### src/rtl/slip_tx_arb.sv
// slip_tx_arb: frame-granular round-robin arbiter that shares one SLIP
// transmit path among N_REQ valid/ready byte-stream requesters. A grant is
// held from the first beat until the frame's last byte is accepted, then
// priority rotates to the requester after the one just served.
// Optional feature: define SLIP_TX_ARB_TIMEOUT_EN to abort a granted frame
// whose requester starves the link for TIMEOUT_CYC consecutive cycles.
module slip_tx_arb #(
  parameter int N_REQ       = 4,
  parameter int TIMEOUT_CYC = 1024
) (
  input  logic                     clk,
  input  logic                     rst,
  input  logic [8*N_REQ-1:0]       req_data,
  input  logic [N_REQ-1:0]         req_valid,
  input  logic [N_REQ-1:0]         req_last,
  output logic [N_REQ-1:0]         req_ready,
  output logic [7:0]               out_data,
  output logic                     out_valid,
  output logic                     out_last,
  input  logic                     out_ready,
  output logic [$clog2(N_REQ)-1:0] grant_id,
  output logic                     busy,
  output logic                     frame_abort,
  output logic [15:0]              frame_cnt
);

  localparam int GW = $clog2(N_REQ);

  // Parameter sanity: requester count and a stall limit that fits the 16-bit counter.
  if (N_REQ < 2 || N_REQ > 8 || TIMEOUT_CYC < 1 || TIMEOUT_CYC > 65535) begin : g_bad_param
    $error("slip_tx_arb: N_REQ must be 2..8 and TIMEOUT_CYC 1..65535");
  end

  typedef enum logic {
    IDLE   = 1'b0,
    STREAM = 1'b1
  } state_t;

  state_t          state;
  state_t          state_next;
  logic [GW-1:0]   last_grant;
  logic [GW-1:0]   pick_idx;
  logic [GW-1:0]   cand;
  logic            pick_found;
  logic            xfer;
  logic            frame_done;
  logic            timeout_hit;
  logic [7:0]      byte_arr [N_REQ];

  // Split the flat data bus into one byte per requester.
  always_comb begin
    for (int i = 0; i < N_REQ; i++) begin
      byte_arr[i] = req_data[8*i +: 8];
    end
  end

  // Round-robin pick: first valid requester starting just after last_grant.
  always_comb begin
    // NOTE: every combinational output gets a default first so no latch is inferred.
    pick_found = 1'b0;
    pick_idx   = '0;
    cand       = '0;
    for (int k = 1; k <= N_REQ; k++) begin
      cand = GW'((int'(last_grant) + k) % N_REQ);
      if (!pick_found && req_valid[cand]) begin
        pick_found = 1'b1;
        pick_idx   = cand;
      end
    end
  end

  // Zero-latency output mux; everything is forced low outside STREAM.
  always_comb begin
    out_data  = '0;
    out_valid = 1'b0;
    out_last  = 1'b0;
    req_ready = '0;
    if (state == STREAM) begin
      out_data            = byte_arr[grant_id];
      out_valid           = req_valid[grant_id];
      out_last            = req_last[grant_id];
      req_ready[grant_id] = out_ready;
    end
  end

  assign xfer       = out_valid & out_ready;
  assign frame_done = xfer & out_last;
  assign busy       = (state == STREAM);

`ifdef SLIP_TX_ARB_TIMEOUT_EN
  logic [15:0] stall_cnt;
  logic        stalled;

  // Only a silent grantee counts as a stall; downstream backpressure does not.
  assign stalled     = (state == STREAM) && !req_valid[grant_id];
  assign timeout_hit = stalled && (stall_cnt == 16'(TIMEOUT_CYC - 1));

  // Count consecutive starved cycles; the abort pulse coincides with the return to IDLE.
  always_ff @(posedge clk) begin
    if (rst) begin
      stall_cnt   <= '0;
      frame_abort <= 1'b0;
    end else begin
      frame_abort <= timeout_hit;
      if (state != STREAM || xfer || timeout_hit) begin
        stall_cnt <= '0;
      end else if (stalled) begin
        stall_cnt <= stall_cnt + 16'd1;
      end
    end
  end
`else
  assign timeout_hit = 1'b0;
  assign frame_abort = 1'b0;
`endif

  // Next-state logic: grant on any request, release on last beat or timeout.
  always_comb begin
    state_next = state;
    case (state)
      IDLE:   if (pick_found) state_next = STREAM;
      STREAM: if (frame_done || timeout_hit) state_next = IDLE;
    endcase
  end

  // State, grant bookkeeping and frame counter.
  always_ff @(posedge clk) begin
    // NOTE: clocked state uses non-blocking assignments so all registers update together.
    if (rst) begin
      state      <= IDLE;
      grant_id   <= '0;
      last_grant <= GW'(N_REQ - 1);
      frame_cnt  <= '0;
    end else begin
      state <= state_next;
      if (state == IDLE && pick_found) begin
        grant_id   <= pick_idx;
        last_grant <= pick_idx;
      end
      if (frame_done) begin
        frame_cnt <= frame_cnt + 16'd1;
      end
    end
  end

endmodule

### config.mk
export PLATFORM = sky130hd
export DESIGN_NAME = slip_tx_arb
export DESIGN_NICKNAME = d
export VERILOG_FILES = /design/src/rtl/slip_tx_arb.sv
export SDC_FILE = /design/constraint.sdc
export NUM_CORES = 1
export LEC_CHECK = 0
export CAP_MARGIN = 20
export CORE_ASPECT_RATIO = 0.7
export CORE_MARGIN = 5
export CORE_UTILIZATION = 59
export CTS_BUF_LIST = sky130_fd_sc_hd__clkbuf_8
export DETAILED_ROUTE_END_ITERATION = 6
export DONT_BUFFER_PORTS = 1
export GPL_TIMING_DRIVEN = 0
export PLACE_DENSITY_LB_ADDON = 0.3
export SYNTH_ARGS = -nofsm -noshare
export SYNTH_HDL_FRONTEND = slang
export SYNTH_SLANG_ARGS = --single-unit
### constraint.sdc
create_clock -name clk -period 1.6 [get_ports clk]
set_input_delay 0.32 -clock clk [delete_from_list [all_inputs] [get_ports clk]]
set_output_delay 0.32 -clock clk [all_outputs]
set_load 0.02 [all_outputs]
==> reports/results.ini <==
[timing]
slew_headroom_pct=58.1
worst_slew_pin_slew_ns=0.628
rsz0062_at_grt=true
finalCritPeriodShare_pct=122
hold_violations=0
fmax_mhz=511
finalMaxSlewViolations=0
finalSetupViolations=29
final.min_clock_period_ns=1.96
worst_clock_skew_ns=0.0167
whs_ns=0.341
worst_slack_ns=-0.356

[clocking]
insertion_delay_ns=0.28
cts.sink_count=21
clockBufferDepth=2
postCtsHoldBufs=0
clockRootBuffer=clkbuf_8
numCtsBuffers=3
cts_tree=built
htree_num_levels=1
clk_pin_slew_ns=0.09

[power_and_ir_drop]
ir_drop_uv=712
power_density_nw_per_um2=737
p_leak_nw=0.692
p_total_mw=1.48

[critical_path]
critPathMaxFanout=7
cp-startpoint=grant_id[1]$_SDFFE_PP0P_
ff2ff_setup_slack_ns=-0.34
r2r-start=grant_id[1]$_SDFFE_PP0P_
crit_path_start_kind=flip-flop
reg2reg_to=frame_cnt[12]$_SDFFE_PP0P_
crit_arrival_ns=1.64
endpoint=out_last
cp-end-kind=output port
required_ns=1.28
critical_path_class=reg -> out
reg2reg_depth=7

[logic_synthesis]
syn_inst=168
ys_seq_area_share_pct=28.6
synth_area_leaders=dfxtp_1 (29%), mux4_2 (12%), a21oi_1 (6.1%)
synth-edff-count=0
synthArstFlopShare_pct=0
synth_fa_ha_area_share_pct=0.853
synth_xor_area_share_pct=0
netlist.area_leader.share_pct=28.6
yosys_most_used_dff=dfxtp_1
synthMuxAreaShare_pct=17.6
synth_area_um2=1470
syn_avg_cell_area_um2=8.74
ys_ff_latch=21
yosys_warnings=0
synth_compound_area_share_pct=19.9
synth_top_cell_by_area=dfxtp_1
synth_top_family_by_area=simple AND/OR/NAND/NOR gates
synth-simple-area-share_pct=25.6
netlist-cell-type-count=38
syn_nets=212

[floorplanning]
io_pins=77
die-area_um2=3600
die_w_um=69.6
row_count=15
start_util_pct=60.6
dieHeight_um=51.7
coreArea_um2=2420

[cells_and_area]
final_common_cell=buf_4
register_area_um2=443
nets=230
final_cells=219
num-fill-cells=129
diodes=0
final_core_util_pct=82.9
layout-drive-gt1-share_pct=53.0
multi_input_area_um2=1160
areaGrowthSynthToFinish_pct=36.8

[route]
antenna_left=0
post_drt_via_cell_ratio=7.36
first_pass_iters=4
wire_per_inst_um=24.7
drc_errors=0
wirelength_mm=5.41
drtIter0Drc=212
via_count=1611

[global_routing]
grt_overflow=0
antenna_found_initial=0
grt_pass1_wl_mm=6.86
track_usage_pct=23.9
grt_max_degree=13
grt_pass1_vias=1444

[outcome]
outcome=finished, violations left
failed_checks=negative setup slack

[placement]
dpl_worst_slack_ns=-0.309
dp_hpwl_mm=2.99
portBuffers=0
place_congestion=0.743
dp.cells=202

[hold_path]
hold_path.class=in -> reg

[flow_run]
maxCapViolCount=0

-- through the flow --
stage,area [µm²],setup TNS (ns)
after global placement,1550,-3.92
after detailed placement,1550,-4.73
final,2010,-7.89
after floorplan,1500,-1.15
after global routing,2010,-8.92
after CTS,1820,-6.78
-- how the worst min path moves through the flow --
| stage | from | endpoint | slack (ns) | depth (start not counted) |
|---|---|---|---|---|
| detailed placement | last_grant[0]$_SDFFE_PP1P_ | last_grant[0]$_SDFFE_PP1P_ | 0.54 | 3 |
| CTS | req_valid[0] | grant_id[0]$_SDFFE_PP0P_ | 0.34 | 2 |
| global route | req_valid[0] | grant_id[0]$_SDFFE_PP0P_ | 0.33 | 2 |
| floorplan | last_grant[0]$_SDFFE_PP1P_ | last_grant[0]$_SDFFE_PP1P_ | 0.51 | 3 |
| global placement | last_grant[0]$_SDFFE_PP1P_ | last_grant[0]$_SDFFE_PP1P_ | 0.53 | 3 |
| finish | req_valid[0] | grant_id[0]$_SDFFE_PP0P_ | 0.34 | 2 |
-- synth_stat cells, types with 2 or more instances --
cell	instances
nand2_1	5
buf_6	2
a21o_1	2
clkbuf_1	8
dfxtp_1	21
nor2_1	9
nor4_1	3
nand4_1	5
mux4_2	8
a21oi_1	18
and2_1	9
nand3_1	7
mux2i_1	4
or4_1	11
buf_2	4
and3_1	4
nor2b_1	3
inv_1	6
o211ai_1	2
o21a_1	2
o21ai_0	3
o31a_1	2
o31ai_1	12
mux2_2	2
and4_1	3
-- repair_timing --
action	CTS	global route
gates resized for setup	48	54
buffers inserted	9	4
pin swaps	25	15
endpoints found under the setup margin	31	30
gates cloned	2	0
-- power breakdown --
group	total [mW]	internal (mW)	switching (mW)
clock network	0.367	0.175	0.193
logic	0.538	0.261	0.277
registers	0.575	0.539	0.0362
total	1.48	0.974	0.505
-- routing by layer --
metal	track usage, %	vias up	share of wire [%]
li1	-	677	-
met1	28.3	781	37
met2	39.2	126	51
met3	9.27	27	10
met4	10.2	0	2.6
met5	0	-	0
-- cell families after synthesis --
group	after synthesis
flip-flops	21
buffers and inverters	22
multiplexers	15
other	1
adder cells (fa/ha/maj)	1
AND/OR/NAND/NOR	63
AO/OA/AOI/OAI	45
-- state kept, by name (all words and copies together), names as in the netlist --
signal and count:
frame_cnt 16, busy 1, last_grant 2, grant_id 2
-- layout make-up --
class | instances | area share [%]
buffer | 15 | 8.72
inverter | 6 | 1.31
sequential | 21 | 22.1
timing repair buffer | 14 | 5.86
multi-input combinational | 125 | 57.6
clock buffer | 3 | 2.06
clock inverter | 1 | 0.249
tap | 34 | 2.12
-- critical path, stage by stage (launching register included) --
cell,delay [ns]
dfxtp_4,0.39
buf_8,0.15
mux2i_1,0.12
mux2_4,0.29
buf_6,0.13
clkbuf_16,0.14
nor2_4,0.15
Note: power is estimated with default switching activity, not from simulation.
